==> src/rtl/config_reply_framer.sv <==
// config_reply_framer: queues readback responses and config faults in a
// small FIFO, packs each entry into a 9-bit odd-parity frame and hands it
// to the UART transmitter with a send / tx_done handshake.
module config_reply_framer #(
  parameter int         FIFO_DEPTH = 4,
  parameter int         PTR_W      = 2,
  parameter int         TIMEOUT    = 1023,
  parameter logic [3:0] ERR_CODE   = 4'hE
) (
  input  logic       clk,
  input  logic       rst,
  input  logic       rsp_valid,
  input  logic [3:0] rsp_address,
  input  logic [3:0] rsp_data,
  input  logic       fault,
  input  logic       tx_done,
  output logic [8:0] frame_out,
  output logic       send,
  output logic       busy,
  output logic       overflow,
  output logic       timeout
);

  localparam int             CNT_W      = $clog2(TIMEOUT + 1);
  localparam logic [1:0]     S_IDLE     = 2'd0;
  localparam logic [1:0]     S_LOAD     = 2'd1;
  localparam logic [1:0]     S_WAIT     = 2'd2;
  localparam logic [3:0]     FAULT_ADDR = 4'hF;
  localparam logic [PTR_W:0] FULL_COUNT = (PTR_W + 1)'(FIFO_DEPTH);
  localparam logic [PTR_W:0] COUNT_ONE  = (PTR_W + 1)'(1);
  localparam logic [PTR_W-1:0] PTR_ONE  = PTR_W'(1);
  localparam logic [CNT_W-1:0] CNT_ONE  = CNT_W'(1);
  localparam logic [CNT_W-1:0] CNT_LAST = CNT_W'(TIMEOUT);

  // FIFO storage: each entry is {address, data}; parity is added on pop
  logic [7:0]       mem_q [FIFO_DEPTH];
  logic [7:0]       mem_d [FIFO_DEPTH];
  logic [PTR_W-1:0] wr_ptr_q, wr_ptr_d;
  logic [PTR_W-1:0] rd_ptr_q, rd_ptr_d;
  logic [PTR_W:0]   count_q, count_d;
  logic             overflow_q, overflow_d;

  // transmit side
  logic [1:0]       state_q, state_d;
  logic [8:0]       frame_q, frame_d;
  logic [CNT_W-1:0] cnt_q, cnt_d;
  logic             timeout_q, timeout_d;

  logic             fifo_empty;
  logic             fifo_full;
  logic             pop;
  logic             push_req;
  logic             push_ok;
  logic [7:0]       push_entry;
  logic [7:0]       head;

  assign fifo_empty = (count_q == '0);
  assign fifo_full  = (count_q == FULL_COUNT);
  // The head is taken whenever the transmitter is idle and has work
  assign pop        = (state_q == S_IDLE) && !fifo_empty;
  assign push_req   = fault | rsp_valid;
  // Fault replies replace a same-cycle response
  assign push_entry = fault ? {FAULT_ADDR, ERR_CODE} : {rsp_address, rsp_data};
  // A full FIFO still accepts when the head leaves in the same cycle
  assign push_ok    = push_req && (!fifo_full || pop);
  assign head       = mem_q[rd_ptr_q];

  // FIFO pointer, occupancy and overflow next-state
  always_comb begin
    mem_d      = mem_q;
    wr_ptr_d   = wr_ptr_q;
    rd_ptr_d   = rd_ptr_q;
    count_d    = count_q;
    overflow_d = overflow_q;
    if (push_ok) begin
      mem_d[wr_ptr_q] = push_entry;
      wr_ptr_d        = wr_ptr_q + PTR_ONE;
    end
    if (pop) begin
      rd_ptr_d = rd_ptr_q + PTR_ONE;
    end
    unique case ({push_ok, pop})
      2'b10:   count_d = count_q + COUNT_ONE;
      2'b01:   count_d = count_q - COUNT_ONE;
      default: count_d = count_q;
    endcase
    // Lost response behind a fault, or a push refused for lack of room
    if ((fault && rsp_valid) || (push_req && !push_ok)) begin
      overflow_d = 1'b1;
    end
  end

  // Transmit FSM: IDLE pops into the frame register, LOAD pulses send,
  // WAIT holds the frame until tx_done or the watchdog expires
  always_comb begin
    state_d   = state_q;
    frame_d   = frame_q;
    cnt_d     = cnt_q;
    timeout_d = timeout_q;
    unique case (state_q)
      S_IDLE: begin
        if (pop) begin
          frame_d = {~(^head), head};
          state_d = S_LOAD;
        end
      end
      S_LOAD: begin
        cnt_d   = '0;
        state_d = S_WAIT;
      end
      S_WAIT: begin
        if (tx_done) begin
          state_d = S_IDLE;
        end else if (cnt_q == CNT_LAST) begin
          timeout_d = 1'b1;
          state_d   = S_IDLE;
        end else begin
          cnt_d = cnt_q + CNT_ONE;
        end
      end
      default: begin
        state_d = S_IDLE;
      end
    endcase
  end

  // FIFO entry registers, one per slot
  for (genvar gi = 0; gi < FIFO_DEPTH; gi++) begin : g_mem
    // Slot storage, cleared so a reset leaves no stale frames behind
    always_ff @(posedge clk or negedge rst) begin
      if (!rst) begin
        mem_q[gi] <= '0;
      end else begin
        mem_q[gi] <= mem_d[gi];
      end
    end
  end

  // Control state registers with asynchronous active-low reset
  always_ff @(posedge clk or negedge rst) begin
    if (!rst) begin
      wr_ptr_q   <= '0;
      rd_ptr_q   <= '0;
      count_q    <= '0;
      overflow_q <= 1'b0;
      state_q    <= S_IDLE;
      frame_q    <= '0;
      cnt_q      <= '0;
      timeout_q  <= 1'b0;
    end else begin
      wr_ptr_q   <= wr_ptr_d;
      rd_ptr_q   <= rd_ptr_d;
      count_q    <= count_d;
      overflow_q <= overflow_d;
      state_q    <= state_d;
      frame_q    <= frame_d;
      cnt_q      <= cnt_d;
      timeout_q  <= timeout_d;
    end
  end

  assign frame_out = frame_q;
  assign send      = (state_q == S_LOAD);
  assign busy      = (state_q != S_IDLE) || !fifo_empty;
  assign overflow  = overflow_q;
  assign timeout   = timeout_q;

endmodule

==> config.mk <==
export PLATFORM = sky130hd
export DESIGN_NAME = config_reply_framer
export DESIGN_NICKNAME = d
export VERILOG_FILES = /design/src/rtl/config_reply_framer.sv
export SDC_FILE = /design/constraint.sdc
export NUM_CORES = 1
export LEC_CHECK = 0
export ABC_AREA = 1
export ABC_CLOCK_PERIOD_IN_PS = 2800
export BUFFER_PORTS_ARGS = -buffer_cell sky130_fd_sc_hd__buf_2
export CAP_MARGIN = 10
export CORE_MARGIN = 2
export CORE_UTILIZATION = 45
export CTS_BUF_LIST = sky130_fd_sc_hd__clkbuf_8
export DETAILED_ROUTE_END_ITERATION = 8
export PLACE_DENSITY_LB_ADDON = 0.12
export SLEW_MARGIN = 20
export SYNTH_ARGS = -nofsm -noshare
export SYNTH_HDL_FRONTEND = slang
export SYNTH_SLANG_ARGS = --single-unit
==> constraint.sdc <==
create_clock -name clk -period 2.8 [get_ports clk]
set_clock_uncertainty 0.1 [all_clocks]
set_input_delay 0 -clock clk [delete_from_list [all_inputs] [get_ports clk]]
set_output_delay 0 -clock clk [all_outputs]
set_load 0.05 [all_outputs]
# Word level (Yosys, flattened, before mapping)
# Cells that the tools add are included.
# totals
ff_bits	62
output_inout_bits	13
# op_classes
add_sub_neg	5
n_lt_le_gt_ge	3
eq_ne	10
n_mux	15
bitwise	5
n_reduce_logical	21
# ops
cell	n
bitwise mux 32 bit	1
2-to-1 mux 8 bit	4
2-to-1 mux 10 bit	2
one-hot mux 10 bit (2 select lines)	1
binary-select mux 8 bit (select 2 bit)	1
demux 8 bit (select 2 bit)	1
adder 10 x 1 -> 10 bit, second input constant	1
== test 10 bit, second input constant	1
XOR reduction 8 bit	1
>= comparator 3 bit, second input constant	2
2-to-1 mux 2 bit	3
inequality test 2 bit, second input constant	3
NOT 2 -> 3 bit	2
one-hot mux 2 bit (3 select lines)	1
one-hot mux 3 bit (2 select lines)	1
AND reduction 3 bit	2
nonzero test 2 bit	3
logical AND 1 bit	5
adder 2 x 1 -> 2 bit, second input constant	2
== test 2 x 1 -> 1 bit, second input constant	2
== test 2 bit, second input constant	2
AND reduction 2 bit	2
adder 3 x 1 -> 3 bit, second input constant	1
== test 3 bit, second input constant	1
9 further kinds	14

# Depth between registers and ports, before layout
# Gate-level depths: netlist (run 1).
# depth
depth_word	8
mapped_depth	14
depth_no_buf	12

# Worst setup path after synthesis (run 1)
# No wires, ideal clock.
# synth_path
path_type	reg-to-reg
from	register count_q[1]
to	register count_q[2]
setup_time_ps	131
arrival_time_ps	2054
required_ps	2569
slack_ps	515
stages_incl_launch_ff	14
n_path_buf	2
synth_period_minus_slack_ps	2285
cell_sequence	dfrtp_1 > nor2_1 > nand2_1 > nand2_1 > nand3_1 > o21ai_2 > buf_6 > buf_6 > ha_1 > inv_1 > fa_1 > a21oi_1 > o21ai_0 > xor2_1
# synth_via
elab_chain_len	7
elab_cells_between_ends	13
classes_between	add/sub (2); eq/ne (3); mux (1); reduce/logical (7)
# synth_rtl
element	line_no	rtl
from (decl)	40	logic [PTR_W:0] count_q, count_d;
from (signal assigned)	153	count_q <= count_d;
zero test 3 bit	57	assign fifo_empty = (count_q == '0);
zero test 1 bit	60	assign pop = (state_q == S_IDLE) && !fifo_empty;
logical AND 1 bit	60	
logical OR 1 bit	65	assign push_ok = push_req && (!fifo_full || pop);
logical AND 1 bit	65	
== test 2 x 1 -> 1 bit or == test 2 bit (tied branches)	82	unique case ({push_ok, pop})
one-hot mux 3 bit (2 select lines) or nonzero test 2 bit (tied branches)	--	
# Parallel ways exist; a longest one is shown, timed or not.
# A chain may end at the register's enable or synchronous reset.

# Worst setup path in the final report (run 1)
# Same ends and word-level chain as after synthesis.

==> reports/qor.log, run 1 <==
INFO  outcome        run_status=finished clean
INFO  floorplanning  fp.dieW=90.63um
INFO  worst_hold_path timing.hold.worst.class=input port to flop
INFO  timing         final-setup-viol-count=0
INFO  critical_path  r2r.worst_path.cells=11
INFO  synthesis      yosys-mux-area-fraction=0
INFO  global_route   first_global_vias=2829
INFO  clock_tree     tritoncts_clock_tree=built
INFO  critical_path  critical_path_peak_fanout=3
INFO  drt            drt.antenna.violating_nets=0
INFO  timing         setup_repair_after_global_routing_missed_its_margin=false
INFO  critical_path  critical_path.reg2reg.startpoint=count_q[1]
INFO  critical_path  critical_path.endpoint=count_q[2]
INFO  critical_path  critical-path-slowest-cell=dfrtp_1
INFO  power          power_density=1251mW/mm^2
INFO  drt            wl_met3=294um
INFO  floorplanning  core_area=0.007253mm^2
INFO  finish         layout_commonest_cell=nand2_1
INFO  synthesis      ys_seq_area_frac=0.4594
INFO  drt            detailroute.via_count=2925
INFO  timing         clock.fmax=460.8MHz
INFO  clock_tree     ctsLongestPathBuffers=2
INFO  synthesis      dominant_combinational_cell_family_by_area_after_synthesis=simple AND/OR/NAND/NOR gates
INFO  clock_tree     ctsHtreeMaxLevel=3
INFO  critical_path  timing.rr.end=count_q[2]
INFO  finish         num_antenna_cells=0
INFO  synthesis      synth-simple-area-share=0.3357
INFO  critical_path  cp_data_required_time=2920ps
INFO  critical_path  crit_path_start_kind=flop
INFO  synthesis      synth.avg_cell_area=7.606um^2
INFO  power          power.total=4.846mW
INFO  worst_hold_path worst_hold_start=fault
INFO  critical_path  critical_path.endpoint_type=flop
INFO  synthesis      synth_adder_area_share=0.02816
INFO  finish         num-fill-cells=731
INFO  floorplanning  initial_core_util=0.4656
INFO  floorplanning  die_height=90.63um
INFO  synthesis      warnings_from_yosys=0
INFO  drt            dr.pass1.iters=4
INFO  job            drv.max_cap_violation_count=0
INFO  critical_path  critical_path_arrival=2290ps
INFO  timing         final_hold_viol_count=0
INFO  synthesis      synth-seq-cells=62
INFO  timing         maxSlewHeadroom=0.5835
INFO  finish         finalCoreUtilization=0.5339
INFO  timing         worst_slack=629.8ps
INFO  synthesis      synth-xor-area-share=0.02334
INFO  placement      gp_congestion=0.7721
INFO  synthesis      synth_area=0.003377mm^2
INFO  synthesis      synth_compound_area_frac=0.09559
INFO  floorplanning  number_of_standard_cell_rows_in_the_floorplan=31
INFO  finish         area_growth=14.67%
INFO  drt            m1WireLength=3757um
INFO  global_route   grt_util_all_layers=0.2063
INFO  synthesis      syn_inst=444
INFO  clock_tree     clock_tree.root_cell=clkbuf_8
INFO  critical_path  setup.reg_to_reg.worst_slack=630ps
INFO  clock_tree     cts_made_buffers=9
INFO  drt            post_drt_via_cell_ratio=5.000
INFO  critical_path  worstPathCellList=nor2_1 -> nand2_1 -> nand2_1 -> nand3_1 -> o21ai_2 -> ha_1 -> inv_1 -> fa_1 -> a21oi_1 -> o21ai_0 -> xor2_1
INFO  timing         fin_hold_ws=5.363ps
INFO  placement      dpl_worst_slack=634.9ps
INFO  drt            detailedRoute.firstIterationViolations=136
INFO  global_route   grt_antenna_before_repair=0
INFO  clock_tree     worstSkewPairLatency=350ps
INFO  critical_path  path_common_cell=nand2_1
INFO  power          power.leakage=1.991nW
INFO  drt            remaining_drc_errors=0
INFO  placement      detailed_place_hpwl=5497um
INFO  drt            met2_length=3462um
INFO  synthesis      yosys.cell_types.count=29
INFO  clock_tree     sink_count=62
INFO  global_route   grt-ovfl-total=0
INFO  clock_tree     cts.clk_slew.worst_paths=70ps
INFO  timing         share_of_the_clock_period_used_by_the_worst_path_after_layout=0.7751
INFO  timing         setup-tns-final=0ps
INFO  critical_path  worstSetupPathType=flop to flop
INFO  drt            detail_route.wirelength=7610um
INFO  drt            wl_per_cell=13.01um
INFO  global_route   grt_start_max_net_pins=41
INFO  synthesis      synth_ff_type=dfrtp_1
INFO  timing         finalCriticalPeriod=2170ps
INFO  global_route   global_route_wire_length_before_repair=13460um
INFO  drt            maxUsedRoutingLayer=met4
INFO  floorplanning  io_pins=26
INFO  finish         layout.cells.most_common_list=203 x nand2_1, 62 x dfrtp_1, 26 x o21ai_0
INFO  floorplanning  die-area=0.008214mm^2
INFO  timing         timing_worst_slew_pin_value=622.5ps
INFO  finish         num-nets-final=501
INFO  critical_path  delay_of_the_slowest_cell_on_the_worst_path=400ps
INFO  critical_path  crit_start=count_q[1]
INFO  synthesis      synth_edf_count=0
INFO  synthesis      synth_nets=464
INFO  placement      place.port_buffers=25
INFO  timing         report.final.slew_viol_count=0
INFO  finish         drive_gt1_frac=0.1481
INFO  power          worst_voltage_drop_across_the_vdd_grid=0.5257mV
INFO  synthesis      postSynth.asyncResetShare=1.000
[power breakdown]
part	switching [mW]	internal, mW	leakage (nW)
Sequential	0.281	1.29	0.765
Combinational	1.72	0.753	1.12
Clock	0.350	0.452	0.110
[final cells by class]
type                    count  area (um^2)  share of cell area
clock buffers              11        151.4             0.03910
clock inverters             5        48.80             0.01260
inverters                  27        103.9             0.02682
multi-input cells         341         1630              0.4210
flip-flops and latches     62         1551              0.4006
well taps                  99        123.9             0.03199
repair buffers             40        262.8             0.06785
[metrics by stage]
step	cell area (um^2)	instances
after floorplan	3377	444
after global placement	3572	559
after detailed placement	3572	559
after CTS	3872	585
after global routing	3872	585
final	3872	585
[kinds of logic after synthesis]
| family | count (synthesis) |
|---|---|
| xor gates and xnor gates | 9 |
| AOI/OAI and AO/OA | 59 |
| buffers and inverters | 41 |
| and+or+nand+nor | 266 |
| DFF | 62 |
| adders and majority gates | 7 |
[registers in the layout (all words and copies together), names as in the netlist]
register,cells
state_q,2
frame_out,9
count_q,3
overflow,1
wr_ptr_q,2
timeout,1
rd_ptr_q,2
cnt_q,10
mem_q,32
[routing by layer]
metal / vias up / GRT usage
met5: - / 0
met4: 0 / 0.05641
met3: 8 / 0.06427
met2: 51 / 0.3147
met1: 1381 / 0.2842
li1: 1485 / -
[Yosys cell counts, types with 2 or more instances]
| cell type | count | share of area |
|---|---|---|
| o21ai_0 | 26 | 0.039 |
| inv_2 | 2 | 0.0022 |
| buf_6 | 3 | 0.010 |
| nand2_4 | 2 | 0.0067 |
| nand3_1 | 24 | 0.036 |
| o21ai_2 | 6 | 0.016 |
| xor2_1 | 8 | 0.021 |
| nor2_1 | 12 | 0.013 |
| ha_1 | 6 | 0.022 |
| o21ai_1 | 20 | 0.030 |
| nor2_4 | 3 | 0.010 |
| nand3b_1 | 6 | 0.013 |
| buf_4 | 3 | 0.0067 |
| nand3_2 | 2 | 0.0059 |
| nor2_2 | 3 | 0.0056 |
| nor3_1 | 2 | 0.0030 |
| clkbuf_1 | 4 | 0.0044 |
| buf_2 | 4 | 0.0059 |
| inv_1 | 24 | 0.027 |
| dfrtp_1 | 62 | 0.46 |
| or2_2 | 7 | 0.013 |
| nand2_1 | 203 | 0.23 |
| a21oi_1 | 6 | 0.0089 |
[worst max-delay path, delay by kind of cell (launching register included)]
kind                     cells  cell delay, ps
XOR/XNOR                     1             150
flip-flops                   1             400
adder cells (fa/ha/maj)      2             530
AO/OA/AOI/OAI                3             350
AND/OR/NAND/NOR              4             450
buffers and inverters        1              60
[how the worst min path moves through the flow]
stage,cells past startpoint,to
after CTS,3,timeout
after global routing,3,timeout
after floorplan,0,cnt_q[0]
after global placement,2,cnt_q[3]
final,3,overflow
after detailed placement,2,cnt_q[3]
[repair_timing]
action,in CTS,in global routing
setup endpoints to repair,0,0
resized for setup,0,0
buffers inserted,0,0
hold buffers,10,0
hold endpoints to repair,95,0
No activity file was read; power rests on OpenSTA's default activity.
==> run 2: changes to the inputs <==
--- a/config.mk
+++ b/config.mk
@@ -6,7 +6,7 @@
 export NUM_CORES = 1
 export LEC_CHECK = 0
 export ABC_AREA = 1
-export ABC_CLOCK_PERIOD_IN_PS = 2800
+export ABC_CLOCK_PERIOD_IN_PS = 2000
 export BUFFER_PORTS_ARGS = -buffer_cell sky130_fd_sc_hd__buf_2
 export CAP_MARGIN = 10
 export CORE_MARGIN = 2
==> constraint.sdc (replaced) <==
create_clock -name clk -period 2 [get_ports clk]
set_clock_uncertainty 0.1 [all_clocks]
set_input_delay 0 -clock clk [delete_from_list [all_inputs] [get_ports clk]]
set_output_delay 0 -clock clk [all_outputs]
set_load 0.05 [all_outputs]
==> reports/qor.log, run 2 (synthesis results as in run 1) <==
INFO  critical_path  worstSetupPathType=flop to flop
INFO  critical_path  path_delay_family=adder cells
INFO  finish         largest_register=mem_q
INFO  global_route   globalRouteMet2Util=0.2724 [-0.04229]
INFO  critical_path  critical-path-slowest-cell=dfrtp_1
INFO  critical_path  r2r.worst_path.cells=11 [unchanged]
INFO  job            drv.max_cap_violation_count=0 [unchanged]
INFO  clock_tree     ctsLongestPathBuffers=2 [unchanged]
INFO  global_route   met3_routing_resource_usage_after_global_routing=0.03339 [-0.03088]
INFO  critical_path  critical_path.reg2reg.startpoint=count_q[1]
INFO  clock_tree     cts_made_buffers=9 [unchanged]
INFO  global_route   global_route_wire_length_before_repair=12280um [-8.8%]
INFO  worst_hold_path min_path_cells=4 [+1]
INFO  critical_path  critical_path_peak_fanout=3 [unchanged]
INFO  clock_tree     ctsHtreeMaxLevel=3 [unchanged]
INFO  critical_path  delay_of_the_slowest_cell_on_the_worst_path=400ps [about the same]
INFO  finish         area_growth=20.75%
INFO  global_route   grt_util_all_layers=0.1843 [-0.02193]
INFO  global_route   grt_start_max_net_pins=63 [+54%]
INFO  drt            wl_per_cell=11.56um [-11%]
INFO  finish         num_antenna_cells=0 [unchanged]
INFO  worst_hold_path timing.hold.worst.class=input port to flop
INFO  drt            detailedRoute.firstIterationViolations=159 [+17%]
INFO  clock_tree     cts.clk_slew.worst_paths=80ps [about the same]
INFO  timing         clock.fmax=515.2MHz [+12%]
INFO  critical_path  timing.rr.end=count_q[2]
INFO  finish         layout_commonest_cell=nand2_1
INFO  drt            post_drt_via_cell_ratio=4.701 [-6.0%]
INFO  floorplanning  die_height=90.63um [unchanged]
INFO  global_route   grt_antenna_before_repair=0 [unchanged]
INFO  critical_path  setup.reg_to_reg.worst_slack=60ps [-570 ps]
INFO  finish         drive_gt1_frac=0.1771 [+0.02891]
INFO  global_route   grt-ovfl-total=0 [unchanged]
INFO  drt            remaining_drc_errors=0 [unchanged]
INFO  clock_tree     worstSkewPairLatency=340ps [about the same]
INFO  floorplanning  io_pins=26 [unchanged]
INFO  placement      detailed_place_hpwl=5021um [-8.7%]
INFO  floorplanning  core_area=0.007253mm^2 [unchanged]
INFO  drt            drt.antenna.violating_nets=0 [unchanged]
INFO  critical_path  cp_data_required_time=2120ps [-800 ps]
INFO  worst_hold_path worst_hold_start=fault
INFO  timing         report.final.slew_viol_count=0 [unchanged]
INFO  power          power.leakage=2.065nW [+3.7%]
INFO  timing         finalCriticalPeriod=1941ps [-229.3 ps]
INFO  clock_tree     sink_count=62 [unchanged]
INFO  placement      place.port_buffers=25 [unchanged]
INFO  drt            detailroute.via_count=2802 [-4.2%]
INFO  timing         timing_worst_slew_pin_value=774.8ps [+152.3 ps]
INFO  critical_path  crit_path_start_kind=flop
INFO  drt            detail_route.wirelength=6892um [-9.4%]
INFO  finish         number_of_standard_cells_in_the_layout_taps_in_and_fillers_out=596 [+1.9%]
INFO  placement      placedCellCount=566 [+1.3%]
INFO  drt            dr.pass1.iters=4 [unchanged]
INFO  placement      gp_congestion=0.7827 [+1.4%]
INFO  finish         num-nets-final=512 [+2.2%]
INFO  finish         layout.cells.most_common_list=202 x nand2_1, 62 x dfrtp_1, 25 x buf_2
INFO  critical_path  worstPathCellList=nor2_2 -> nand2_1 -> nand2_2 -> nand3_4 -> o21ai_4 -> ha_4 -> inv_4 -> fa_2 -> a21oi_2 -> o21ai_1 -> xor2_1
INFO  floorplanning  initial_core_util=0.4656 [unchanged]
INFO  power          power_density=1794mW/mm^2 [+43%]
INFO  floorplanning  number_of_standard_cell_rows_in_the_floorplan=31 [unchanged]
INFO  finish         number_of_flip_flops_in_the_largest_register=32 [unchanged]
INFO  critical_path  crit_start=count_q[1]
INFO  global_route   global_route_track_usage_on_met1=0.2698 [-0.01440]
INFO  global_route   first_global_vias=2649 [-6.4%]
INFO  timing         setup_repair_after_global_routing_missed_its_margin=true
INFO  global_route   most_crowded_layer_gr=met2
INFO  timing         share_of_the_clock_period_used_by_the_worst_path_after_layout=0.9704 [+0.1954]
INFO  worst_hold_path hold-path-endpoint=mem_q[16]
INFO  clock_tree     clock_tree.root_cell=clkbuf_8
INFO  clock_tree     tritoncts_clock_tree=built
INFO  floorplanning  die-area=0.008214mm^2 [unchanged]
INFO  timing         setup-tns-final=0ps [unchanged]
INFO  critical_path  cp.buffers_inverters=1 [unchanged]
INFO  critical_path  critical_path_arrival=2060ps [-230 ps]
INFO  critical_path  critical_path.endpoint_type=flop
INFO  timing         final-setup-viol-count=0 [unchanged]
INFO  power          worst_voltage_drop_across_the_vdd_grid=0.7316mV [+39%]
INFO  outcome        run_status=finished clean
INFO  floorplanning  fp.dieW=90.63um [unchanged]
INFO  timing         final_hold_viol_count=0 [unchanged]
INFO  timing         maxSlewHeadroom=0.4835 [-0.09999]
run 2: report_power, final:
group          internal [mW]  total [mW]  switching (mW)
Combinational           1.23        3.64            2.40
Sequential              1.81        2.19           0.386
Clock                  0.960        1.48           0.524
Total                   4.00        7.31            3.31
run 2: how the worst max path moves through the flow:
stage	end	slack (ps)	cells past startpoint
floorplan	count_q[2]	-190	13
CTS	count_q[2]	60	11
global route	count_q[2]	-40	11
detailed placement	count_q[2]	70	11
global placement	count_q[2]	80	11
finish	count_q[2]	60	11
run 2: tightest hold or removal path, cell delays in order:
cell and delay (ps):
buf_2 210, nor2_1 140, nand2_1 70, nand2_1 50
run 2: final cells by class:
type                    count  area, um^2
fillers                   733        3176
clock inverters             7       145.1
flip-flops and latches     62        1551
well taps                  99       123.9
multi-input cells         341        1674
inverters                  27       106.4
clock buffers               9       123.9
repair buffers             51       352.8
run 2: stage by stage:
step | hold WS [ps] | setup slack (ps) | total power, mW | utilization | instance area [um^2]
after floorplan | -395.6 | -187.0 | 4.980 | - | 3402
after global placement | 118.1 | 82.79 | 5.729 | 0.5032 | 3650
after detailed placement | 116.8 | 71.88 | 5.792 | 0.5032 | 3650
after CTS | 54.20 | 63.82 | 7.317 | 0.5582 | 4049
after global routing | 93.77 | -43.44 | 8.033 | 0.5622 | 4078
final | 66.11 | 59.14 | 7.314 | 0.5622 | 4078
run 2: metal layers:
layer	routed length [um]	share of wire	vias up
li1	-	-	1507
met1	3681	0.53	1238
met2	2870	0.42	46
met3	239	0.035	11
met4	101	0.015	0
met5	0	0	-
run 2: timing repair:
item,CTS,global route
setup buffers,0,1
setup endpoints to repair,0,1
hold buffers,13,0
resized for setup,0,4
endpoints found under the hold margin,97,0
==> run 3: changes to the inputs <==
--- a/config.mk
+++ b/config.mk
@@ -9,11 +9,13 @@
 export ABC_CLOCK_PERIOD_IN_PS = 2000
 export BUFFER_PORTS_ARGS = -buffer_cell sky130_fd_sc_hd__buf_2
 export CAP_MARGIN = 10
+export CELL_PAD_IN_SITES_DETAIL_PLACEMENT = 0
+export CELL_PAD_IN_SITES_GLOBAL_PLACEMENT = 2
 export CORE_MARGIN = 2
-export CORE_UTILIZATION = 45
+export CORE_UTILIZATION = 36
 export CTS_BUF_LIST = sky130_fd_sc_hd__clkbuf_8
 export DETAILED_ROUTE_END_ITERATION = 8
-export PLACE_DENSITY_LB_ADDON = 0.12
+export PLACE_DENSITY_LB_ADDON = 0.1
 export SLEW_MARGIN = 20
 export SYNTH_ARGS = -nofsm -noshare
 export SYNTH_HDL_FRONTEND = slang
==> constraint.sdc (replaced) <==
create_clock -name clk -period 2 [get_ports clk]
set_clock_uncertainty 0.1 [all_clocks]
set_input_delay 0.4 -clock clk [delete_from_list [all_inputs] [get_ports clk]]
set_output_delay 0.4 -clock clk [all_outputs]
set_load 0.05 [all_outputs]
==> reports/qor.log, run 3 (synthesis results as in run 1) <==
INFO  global_route   grt-ovfl-total=0 [unchanged]
INFO  worst_hold_path worst_hold_start=rsp_valid
INFO  finish         multi_input_area=0.001674mm^2 [unchanged]
INFO  drt            m1WireLength=4212um [+14%]
INFO  timing         setup-tns-final=0ps [unchanged]
INFO  drt            maxUsedRoutingLayer=met4
INFO  critical_path  crit_start=count_q[1]
INFO  worst_hold_path timing.hold.worst.class=input port to flop
INFO  drt            post_drt_via_cell_ratio=4.674 [-0.58%]
INFO  critical_path  cp_data_required_time=2130ps [about the same]
INFO  power          power.total=7.171mW [-2.0%]
INFO  timing         final-setup-viol-count=0 [unchanged]
INFO  clock_tree     clock_tree.root_cell=clkbuf_8
INFO  clock_tree     cts_made_buffers=9 [unchanged]
INFO  timing         setup_repair_after_global_routing_missed_its_margin=true
INFO  timing         timing_worst_slew_pin_value=439.6ps [-335.2 ps]
INFO  drt            remaining_drc_errors=0 [unchanged]
INFO  finish         number_of_flip_flops_in_the_largest_register=32 [unchanged]
INFO  power          power_density=1815mW/mm^2 [+1.2%]
INFO  finish         postLayoutCellArea=0.003951mm^2 [-3.1%]
INFO  floorplanning  core_area=0.009153mm^2 [+26%]
INFO  placement      gp_congestion=0.7744 [-1.1%]
INFO  critical_path  crit_path_start_kind=flop
INFO  finish         area_used_by_sequential_logic_in_the_layout=0.001551mm^2 [unchanged]
INFO  drt            detail_route.wirelength=7703um [+12%]
INFO  finish         num-fill-cells=960 [+31%]
INFO  floorplanning  io_pins=26 [unchanged]
INFO  drt            wl_met3=279um [+17%]
INFO  floorplanning  initial_core_util=0.3690 [-0.09662]
INFO  timing         final_hold_viol_count=0 [unchanged]
INFO  finish         drive_gt1_frac=0.1848 [+0.007743]
INFO  placement      detailed_place_hpwl=5755um [+15%]
INFO  floorplanning  number_of_standard_cell_rows_in_the_floorplan=35 [+13%]
INFO  critical_path  critical_path.reg2reg.startpoint=count_q[1]
INFO  power          worst_voltage_drop_across_the_vdd_grid=0.6161mV [-16%]
INFO  floorplanning  die-area=0.01017mm^2 [+24%]
INFO  clock_tree     tritoncts_clock_tree=built
INFO  timing         maxSlewHeadroom=0.7047 [+0.2212]
INFO  finish         layout_commonest_cell=nand2_1
INFO  floorplanning  fp.dieW=100.9um [+11%]
INFO  clock_tree     cts.clk_slew.worst_paths=80ps [about the same]
INFO  clock_tree     worstSkewPairLatency=340ps [about the same]
INFO  clock_tree     ctsLongestPathBuffers=2 [unchanged]
INFO  critical_path  critical_path_arrival=2080ps [+20 ps]
INFO  critical_path  critical_path.endpoint_type=flop
INFO  drt            wl_per_cell=12.88um [+11%]
INFO  finish         layout.cells.most_common_list=202 x nand2_1, 62 x dfrtp_1, 25 x buf_2
INFO  timing         clock.fmax=512.8MHz [-0.48%]
INFO  global_route   first_global_vias=2647 [-0.076%]
INFO  placement      placement_stage_cell_area=0.003685mm^2 [+0.96%]
INFO  critical_path  worstSetupPathType=flop to flop
INFO  finish         area_growth=17.01%
INFO  critical_path  critical_path_peak_fanout=3 [unchanged]
INFO  timing         finalCriticalPeriod=1950ps [+9.358 ps]
INFO  global_route   grt_antenna_before_repair=0 [unchanged]
INFO  drt            drt.antenna.violating_nets=0 [unchanged]
INFO  drt            detailroute.via_count=2795 [-0.25%]
INFO  placement      place.port_buffers=25 [unchanged]
INFO  floorplanning  die_height=100.9um [+11%]
INFO  drt            detailedRoute.firstIterationViolations=79 [-50%]
INFO  drt            met2_length=3144um [+9.5%]
INFO  clock_tree     sink_count=62 [unchanged]
INFO  job            drv.max_cap_violation_count=0 [unchanged]
INFO  drt            dr.pass1.iters=6 [+2]
INFO  finish         largest_register=mem_q
INFO  clock_tree     ctsHtreeMaxLevel=3 [unchanged]
INFO  global_route   global_route_wire_length_before_repair=13390um [+9.1%]
INFO  power          power.leakage=2.007nW [-2.8%]
INFO  timing         report.final.slew_viol_count=0 [unchanged]
INFO  finish         num_antenna_cells=0 [unchanged]
INFO  outcome        run_status=finished clean
INFO  finish         num-nets-final=502 [-2.0%]
INFO  global_route   grt_util_all_layers=0.1690 [-0.01536]
INFO  timing         share_of_the_clock_period_used_by_the_worst_path_after_layout=0.9751 [+0.004679]
INFO  global_route   grt_start_max_net_pins=47 [-25%]
[run 3: cell type report]
type | count | area share
tap | 111 | 0.03515
inverter | 27 | 0.02628
clock inverter | 6 | 0.02153
sequential | 62 | 0.3927
clock buffer | 10 | 0.03483
multi-input combinational | 341 | 0.4237
timing repair buffer | 41 | 0.06586
[run 3: through the flow]
step / util / hold slack (ps) / worst slack [ps] / std cells
6_report: 0.4317 / 252.4 / 49.78 / 598
5_1_grt: 0.4317 / 274.0 / -76.10 / 598
3_5_place_dp: 0.4026 / 268.0 / 28.10 / 579
4_1_cts: 0.4280 / 229.3 / 12.68 / 596
3_3_place_gp: 0.4026 / 266.2 / 76.65 / 579
2_1_floorplan: - / 4.409 / -187.0 / 444
[run 3: path summary, 6_finish.rpt]
kind	slack, ps	depth (start not counted)	to
worst min register to register	370	2	frame_out[8]
worst max-delay path	50	11	count_q[2]
worst max register to register	50	11	count_q[2]
max in group asynchronous	780	3	mem_q[21]
min in group asynchronous	420	2	cnt_q[2]
worst min-delay path	250	3	overflow
[run 3: worst max-delay path, cell delays in order (launching register included)]
cell	delay (ps)
dfrtp_1	410
nor2_2	130
nand2_1	70
nand2_2	90
nand3_4	80
o21ai_4	80
ha_4	150
inv_2	40
fa_2	350
a21oi_2	120
o21ai_1	80
xor2_1	140
[run 3: metal layers]
metal	global-route usage	vias up
met2	0.2344	44
met4	0.04742	0
li1	-	1487
met1	0.2599	1257
met5	0	-
met3	0.03953	7
[run 3: repair_timing]
action / in CTS / in global routing
setup endpoints to repair: 0 / 2
hold buffers: 1 / 0
hold endpoints to repair: 16 / 0
buffers inserted: 0 / 2
gates resized for setup: 0 / 3
[run 3: power by group]
| part | internal [mW] | switching, mW | total [mW] |
|---|---|---|---|
| registers | 1.81 | 0.347 | 2.15 |
| clock network | 0.731 | 0.526 | 1.26 |
| logic | 1.24 | 2.52 | 3.76 |
| total | 3.78 | 3.39 | 7.17 |
